## src/rtl/seq_pkg.sv

```systemverilog
// Shared definitions for the seq_gen serial pattern sender: FSM encoding,
// default pattern and gap constants, counter width.
package seq_pkg;

  typedef enum logic [1:0] {
    ST_IDLE = 2'd0,
    ST_SEND = 2'd1,
    ST_GAP  = 2'd2,
    ST_DONE = 2'd3
  } seq_state_e;

  localparam int                     DEF_PAT_W   = 4;
  localparam logic [DEF_PAT_W-1:0]   DEF_PATTERN = 4'b1101;
  localparam int                     DEF_GAP_CYC = 3;
  localparam int                     SENT_CNT_W  = 8;

endpackage

```

## src/rtl/seq_gap_timer.sv

```systemverilog
// Idle-gap timer for seq_gen: load arms it for GAP_CYC cycles of count,
// expire pulses combinationally during the last counted cycle.
module seq_gap_timer
  import seq_pkg::*;
#(
  parameter int GAP_CYC = DEF_GAP_CYC
) (
  input  logic clk,
  input  logic rst_n,
  input  logic load,
  input  logic count,
  output logic expire
);

  localparam int            CW       = $clog2(GAP_CYC + 1);
  // Counting down to zero inclusive gives exactly GAP_CYC counted cycles.
  localparam logic [CW-1:0] LOAD_VAL = CW'(GAP_CYC - 1);

  logic [CW-1:0] cnt_q;
  logic [CW-1:0] cnt_d;

  always_comb begin
    cnt_d = cnt_q;
    if (load) begin
      cnt_d = LOAD_VAL;
    end else if (count && (cnt_q != '0)) begin
      cnt_d = cnt_q - 1'b1;
    end
  end

  always_ff @(posedge clk or negedge rst_n) begin
    if (!rst_n) begin
      cnt_q <= '0;
    end else begin
      cnt_q <= cnt_d;
    end
  end

  assign expire = count && (cnt_q == '0);

endmodule

```

## src/rtl/seq_gen.sv

```systemverilog
// Serial pattern sender: strobes PATTERN MSB first with GAP_CYC idle cycles
// after each bit. Define SEQ_GEN_LOOP_EN to allow back-to-back resend via loop_i.
module seq_gen
  import seq_pkg::*;
#(
  parameter int               PAT_W   = DEF_PAT_W,
  parameter logic [PAT_W-1:0] PATTERN = DEF_PATTERN,
  parameter int               GAP_CYC = DEF_GAP_CYC
) (
  input  logic                  clk,
  input  logic                  rst_n,
  input  logic                  start,
  input  logic                  abort,
  input  logic                  loop_i,
  output logic                  bit_p,
  output logic                  bit_o,
  output logic                  busy,
  output logic                  done,
  output logic [SENT_CNT_W-1:0] sent_cnt
);

  localparam int               IDX_W    = $clog2(PAT_W);
  localparam logic [IDX_W-1:0] LAST_IDX = IDX_W'(PAT_W - 1);

  seq_state_e            state_q, state_d;
  logic [IDX_W-1:0]      idx_q, idx_d;
  logic                  loop_q, loop_d;
  logic                  illegal_st;
  logic                  gap_load, gap_count, gap_expire;
  logic                  loop_req;

  logic                  bit_p_q, bit_p_d;
  logic                  bit_o_q, bit_o_d;
  logic                  busy_q, busy_d;
  logic                  done_q, done_d;
  logic [SENT_CNT_W-1:0] sent_cnt_q, sent_cnt_d;

`ifdef SEQ_GEN_LOOP_EN
  assign loop_req = loop_i;
`else
  logic unused_loop_i;
  assign unused_loop_i = loop_i;
  assign loop_req      = 1'b0;
`endif

  seq_gap_timer #(
    .GAP_CYC (GAP_CYC)
  ) u_gap_timer (
    .clk    (clk),
    .rst_n  (rst_n),
    .load   (gap_load),
    .count  (gap_count),
    .expire (gap_expire)
  );

  always_ff @(posedge clk or negedge rst_n) begin
    if (!rst_n) begin
      state_q    <= ST_IDLE;
      idx_q      <= '0;
      loop_q     <= 1'b0;
      bit_p_q    <= 1'b0;
      bit_o_q    <= 1'b0;
      busy_q     <= 1'b0;
      done_q     <= 1'b0;
      sent_cnt_q <= '0;
    end else begin
      state_q    <= state_d;
      idx_q      <= idx_d;
      loop_q     <= loop_d;
      bit_p_q    <= bit_p_d;
      bit_o_q    <= bit_o_d;
      busy_q     <= busy_d;
      done_q     <= done_d;
      sent_cnt_q <= sent_cnt_d;
    end
  end

  always_comb begin
    state_d    = state_q;
    idx_d      = idx_q;
    loop_d     = loop_q;
    illegal_st = 1'b0;
    gap_load   = 1'b0;
    gap_count  = 1'b0;
    case (state_q)
      ST_IDLE: begin
        if (start && !abort) begin
          state_d = ST_SEND;
          idx_d   = '0;
        end
      end
      ST_SEND: begin
        if (abort) begin
          state_d = ST_IDLE;
        end else begin
          state_d  = ST_GAP;
          gap_load = 1'b1;
        end
      end
      ST_GAP: begin
        gap_count = 1'b1;
        if (abort) begin
          state_d = ST_IDLE;
        end else if (gap_expire) begin
          if (idx_q == LAST_IDX) begin
            // Loop request is captured as the last gap ends, acted on after DONE.
            state_d = ST_DONE;
            loop_d  = loop_req;
          end else begin
            state_d = ST_SEND;
            idx_d   = idx_q + 1'b1;
          end
        end
      end
      ST_DONE: begin
        state_d = loop_q ? ST_SEND : ST_IDLE;
        idx_d   = '0;
        loop_d  = 1'b0;
      end
      default: begin
        state_d    = ST_IDLE;
        idx_d      = '0;
        loop_d     = 1'b0;
        illegal_st = 1'b1;
      end
    endcase
  end

  // Outputs are decoded from the next state so they align with the state flop.
  always_comb begin
    bit_p_d    = 1'b0;
    bit_o_d    = 1'b0;
    busy_d     = 1'b0;
    done_d     = 1'b0;
    sent_cnt_d = sent_cnt_q;
    case (state_d)
      ST_SEND: begin
        bit_p_d = 1'b1;
        bit_o_d = PATTERN[LAST_IDX - idx_d];
        busy_d  = 1'b1;
      end
      ST_GAP: begin
        busy_d = 1'b1;
      end
      ST_DONE: begin
        done_d     = 1'b1;
        sent_cnt_d = sent_cnt_q + 1'b1;
      end
      default: ;
    endcase
    if (illegal_st) begin
      sent_cnt_d = '0;
    end
  end

  assign bit_p    = bit_p_q;
  assign bit_o    = bit_o_q;
  assign busy     = busy_q;
  assign done     = done_q;
  assign sent_cnt = sent_cnt_q;

endmodule
```

## config.mk

```make
export PLATFORM = sky130hd
export DESIGN_NAME = seq_gen
export DESIGN_NICKNAME = d
export VERILOG_FILES = /design/src/rtl/seq_pkg.sv /design/src/rtl/seq_gap_timer.sv /design/src/rtl/seq_gen.sv
export SDC_FILE = /design/constraint.sdc
export NUM_CORES = 1
export LEC_CHECK = 0
export ABC_AREA = 1
export CAP_MARGIN = 20
export CORE_ASPECT_RATIO = 2
export CORE_UTILIZATION = 26
export CTS_CLUSTER_SIZE = 8
export DETAILED_ROUTE_END_ITERATION = 10
export PLACE_DENSITY = 0.48
export SYNTH_ARGS = -nofsm -noshare
export SYNTH_HDL_FRONTEND = slang
export SYNTH_SLANG_ARGS = --single-unit
```

## constraint.sdc

```tcl
create_clock -name clk -period 2.6 [get_ports clk]
set_clock_uncertainty 0.2 [all_clocks]
set_input_delay 0.39 -clock clk [delete_from_list [all_inputs] [get_ports clk]]
set_output_delay 0.39 -clock clk [all_outputs]
set_load 0.01 [all_outputs]
```

# Yosys cells after proc, flatten, opt, wreduce, memory -nomap -nowiden
# Index checks and enable logic that the tools add are counted.
# op_classes
n_addsub,4
multipliers,0
div_mod_pow,0
n_lt_le_gt_ge,1
eq_ne,10
n_shift,0
n_mux,27
n_bitwise,0
reduce_logical,11
# op_table
cell,n
$mux W2,11
$mux W1,12
$eq A2 B2 Y1 const B,5
$add A8 B1 Y8 const B,1
$pmux W2 S4,1
$ne A2 B2 Y1 const B,3
$pmux W2 S3,1
$reduce_bool A2 Y1,3
$eq A2 B1 Y1 const B,2
$logic_not A2 Y1,2
$reduce_and A4 Y1,1
$logic_and A1 B1 Y1,3
$lt A2 B3 Y1 const B,1
$add A2 B1 Y2 const B,1
$bmux W1 S2,1
$pmux W1 S2,1
$reduce_or A2 Y1,1
$sub A2 B1 Y2 const B,1
$sub A2 B2 Y2 const A,1
$logic_not A1 Y1,1
# totals
reg_bits,19
latch_bits,0
ramBits,0
romBits,0
in_bits,5
out_inout_bits,12
word_cells,62
n_memories,0

# Logic depth before layout (Yosys ltp)
# depth
depth_word,10
mapped_depth,13
ltp_nobuf,13

# By module
# From an unflattened synthesis, not the netlist that was laid out.
# unflattened
cells_unflattened,89
hier_area_um2,839.6
# by_module_without_submodules
module,instances,cells_per_inst,area_each_um2,seq_area_each_um2
seq_gen,1,71,715.7,400.4
seq_gap_timer,1,18,123.9,50.0

# Worst setup path before layout
# No wires, ideal clock.
# synth_path
path_type,register to register
start,reg u_gap_timer.cnt_q[0]
end,reg sent_cnt_q[7] (netlist: sent_cnt[7])
setup_ns,0.124
arrival_time_ns,1.709
t_required_ns,2.276
slack_ns,0.567
stages_incl_launch_ff,12
path_cell_list,dfrtp_1 > inv_1 > ha_1 > nand2_1 > inv_1 > nand2_1 > o21ai_0 > ha_1 > nand2_2 > nor3_4 > nand3_2 > xnor2_1
# synth_between
elab_chain_len,6
# synth_lines
item,line_no,text
from (decl),seq_gap_timer.sv:19,logic [CW-1:0] cnt_q;
from (signal assigned),seq_gap_timer.sv:35,cnt_q <= cnt_d;
$logic_not A2 Y1,seq_gap_timer.sv:39,assign expire = count && (cnt_q == '0);
$logic_and A1 B1 Y1,seq_gap_timer.sv:39,
$mux W2,seq_gen.sv:104,end else if (gap_expire) begin
$mux W2,seq_gen.sv:102,if (abort) begin
$pmux W2 S4,seq_gen.sv:85,case (state_q)
named net state_d[0],seq_gen.sv:25,"seq_state_e state_q, state_d;"
$eq A2 B2 Y1,seq_gen.sv:136,case (state_d)
to (signal assigned),seq_gen.sv:74,sent_cnt_q <= sent_cnt_d;
to (decl),seq_gen.sv:36,"logic [SENT_CNT_W-1:0] sent_cnt_q, sent_cnt_d;"
# The timed path passes the listed nets, and every way through them passes these cells.
# A chain may end at the register's enable or synchronous reset.

# Final worst setup path
# layout_path
start,in abort
end,reg sent_cnt_q[7] (netlist: sent_cnt[7])
# layout_between
elab_chain_len,5
word_cells_on_any_way,7
cone_classes,eq/ne: 1; mux: 4; reduce/logical: 2
# layout_lines
item,line_no,text
from (decl),seq_gen.sv:13,"input logic abort,"
$logic_not A1 Y1,seq_gen.sv:87,if (start && !abort) begin
$logic_and A1 B1 Y1,seq_gen.sv:87,
$mux W2,seq_gen.sv:87,
$pmux W2 S4 (*),seq_gen.sv:85,
named net state_d[0],seq_gen.sv:25,
$eq A2 B2 Y1 (*),seq_gen.sv:136,
# Mark *: on every way through the listed nets, which the timed path passes. The rest lies on a longest branch.

==> impl_metrics.csv <==
group,metric,value,unit
timing,rsz0062_at_grt,"false",
critical_path,worstPathCellList,"clkdlybuf4s50_1, inv_1, nand3_1, o21ai_0, ha_1, nand2_2, nor3_4, nand3_2, xnor2_1",
place,placed_cell_area,1050,um^2
critical_path,cpPeakStageDelay,0.42,ns
global_routing,grt_pass1_wl,2.71,mm
flow_run,cap_violations,0,
clocking,post_cts_resize_count,0,
layout,final_util,36.7,%
clocking,h-tree-depth,1,
floorplanning,ios,17,
floorplanning,die_x,42.2,um
timing,fmax,471,MHz
synth,synth_fp_nets,94,
layout,drive_gt1_share,18.9,%
route,ant_nets,0,
route,drt_iter0_drc,1,
place,hpwl,1.14,mm
floorplanning,die_height,82.4,um
synth,synth.distinct_cells,20,
route,drt-pass1-iter-count,3,
critical_path,required,2.54,ns
floorplanning,coreArea,3010,um^2
synth,synth.most_common_cell,"dfrtp_1",
clocking,clkTransAtPathRegs,0.07,ns
clocking,cts_hold_repair.buffers,0,
place,io_buffers,15,
synth,ys_ff_latch,18,
clocking,numCtsBuffers,3,
synth,postSynthCellCount,84,
synth,netlist_top_cells_area,"dfrtp_1 54%, ha_1 7.4%, nand2_1 6.3%",
global_routing,grt_pass1_vias,616,
critical_path,critPathTopFamily,"buffers and inverters",
timing,final_hold_viol_count,0,
critical_path,cpMaxStageDelayCell,"clkdlybuf4s50_1",
critical_path,path_max_fanout,4,
timing,slew_headroom,83.2,%
clocking,cts.path.max_buffers,2,
timing,worst_pin_slew,0.249,ns
pwr,leakage,0.576,nW
critical_path,cp-end-kind,"flip-flop",
synth,synth.yosys.seq_area_share,53.6,%
route,routed_wl,1.45,mm
route,num_vias,590,
synth,synth_top_area_share,53.6,%
critical_path,rr_worst_depth,12,
timing,slew_violations,0,
outcome,status,"completed",
clocking,cts_tree,"done",
route,avgRoutedWirePerCell,10.7,um
floorplanning,die_area,3480,um^2
critical_path,cp.depth,9,
floorplanning,initial_core_util,27.9,%
synth,synth_warnings,0,
layout,final_cells,136,
global_routing,grt_overflow_total,0,
pwr,power-per-cell-area,706,nW/um^2
synth,synthArstFlopShare,100,%
global_routing,antenna_found_initial,0,
pwr,ir_drop,0.542,mV
layout,num_antenna_cells,0,
clocking,clockRootBuffer,"clkbuf_8",
timing,tns,0,ns
critical_path,crit_path_start_kind,"input port",
synth,postSynthAreaPerCell,10.0,um^2
place,gp_congestion,0.826,
floorplanning,num_rows,28,
synth,syn_area,841,um^2
layout,finalInstanceArea,1110,um^2
synth,synth_common_cells,"18 x dfrtp_1, 14 x nand2_1, 11 x inv_1",
timing,setup_viol,0,
synth,synth_edf_count,0,
synth,yosys.area.top_type,"dfrtp_1",
critical_path,critPathArrivalTime,2.06,ns
global_routing,track_usage,10.2,%
critical_path,setup.worst_path.class,"in2reg",
timing,period_minus_slack,2.12,ns
layout,nFillCells,310,
clocking,clkLatencyLatePin,0.25,ns
global_routing,grt_max_degree,19,
clocking,cts_sinks,18,
timing,period_share,81.6,%
place,dp.cells,132,
layout,area_growth_syn_to_layout,31.5,%
route,drc,0,
layout,fin_nets,117,
critical_path,critical_path_buf_inv_count,2,
synth,synth_top_flop_cell,"dfrtp_1",
hold_path,min_path_type,"in2async",
route,vias_per_cell,4.34,
clocking,post_cts_buffers,0,
stage by stage:
| step | setup slack [ns] | hold WS (ns) | power (mW) |
|---|---|---|---|
| 3_5_place_dp | 0.198 | 0.272 | 0.571 |
| 4_1_cts | 0.458 | 0.281 | 0.796 |
| 2_1_floorplan | 0.567 | -0.106 | 0.476 |
| 5_1_grt | 0.273 | 0.299 | 0.838 |
| 6_report | 0.478 | 0.272 | 0.781 |
| 3_3_place_gp | 0.208 | 0.264 | 0.564 |
metal layers:
metal | track usage (%) | share of wire (%) | vias to the layer above
met3 | 1.30 | 2.9 | 2
li1 | - | - | 306
met5 | 0 | 0 | -
met4 | 5.63 | 1.9 | 0
met2 | 17.5 | 54 | 9
met1 | 12.2 | 42 | 273
cells in the final DEF, fill, tap and decap left out, types with 2 or more instances in the layout:
master / instances
a21oi_1: 2
ha_1: 5
inv_1: 11
nand2_2: 3
xnor2_1: 3
nor2_1: 7
inv_2: 3
buf_4: 3
clkdlybuf4s50_1: 15
nand3_1: 4
dfrtp_1: 18
clkbuf_8: 4
xor2_1: 3
o21ai_0: 3
nand2_1: 14
flip-flops by register name, summed over array words and instances (netlist names):
signal             cells
u_gap_timer.cnt_q      2
sent_cnt               8
busy                   1
bit_p                  1
state_q                2
done                   1
bit_o                  1
idx_q                  2
worst reg2reg max path: cells and delay by family, from the launching register on:
| kind | cells | cell delay (ns) |
|---|---|---|
| simple gates | 5 | 0.56 |
| fa+ha+maj | 2 | 0.49 |
| flops | 1 | 0.34 |
| buf+inv | 3 | 0.21 |
| xor+xnor | 1 | 0.13 |
| compound gates | 1 | 0.06 |
path summary, 6_finish.rpt:
path	startpoint	to	slack, ns
worst min register to register	sent_cnt[7]$_DFFE_PN0N_	sent_cnt[7]$_DFFE_PN0N_	0.27
worst max register to register	u_gap_timer.cnt_q[0]$_DFFE_PN0P_	sent_cnt[7]$_DFFE_PN0N_	0.50
worst max-delay path	abort	sent_cnt[7]$_DFFE_PN0N_	0.48
min in group clk	sent_cnt[7]$_DFFE_PN0N_	sent_cnt[7]$_DFFE_PN0N_	0.27
worst min-delay path	rst_n	bit_p$_DFF_PN0_	0.27
max in group asynchronous	rst_n	sent_cnt[0]$_DFFE_PN0N_	1.73
where the power goes:
part           switching, mW  internal, mW  leakage (nW)
combinational          0.100         0.102         0.307
sequential            0.0327         0.327         0.240
clock                 0.0851         0.134        0.0288
logic make-up (layout without fill, tap and decap cells):
kind of cell	Yosys count	in the layout	synth area share (%)
xor+xnor	6	6	6.25
mux	1	1	1.34
buf+inv	14	36	6.25
flops	18	18	53.6
simple gates	34	34	20.7
compound gates	6	6	4.46
fa+ha+maj	5	5	7.44
cell type report:
class / count / area [um^2] / area share [%]
multi-input combinational: 52 / 338 / 30.5
sequential: 18 / 450 / 40.7
inverter: 14 / 52.6 / 4.75
tap: 30 / 37.5 / 3.39
timing repair buffer: 18 / 173 / 15.6
clock buffer: 4 / 55.1 / 4.98
No activity file was read; power rests on OpenSTA's default activity.
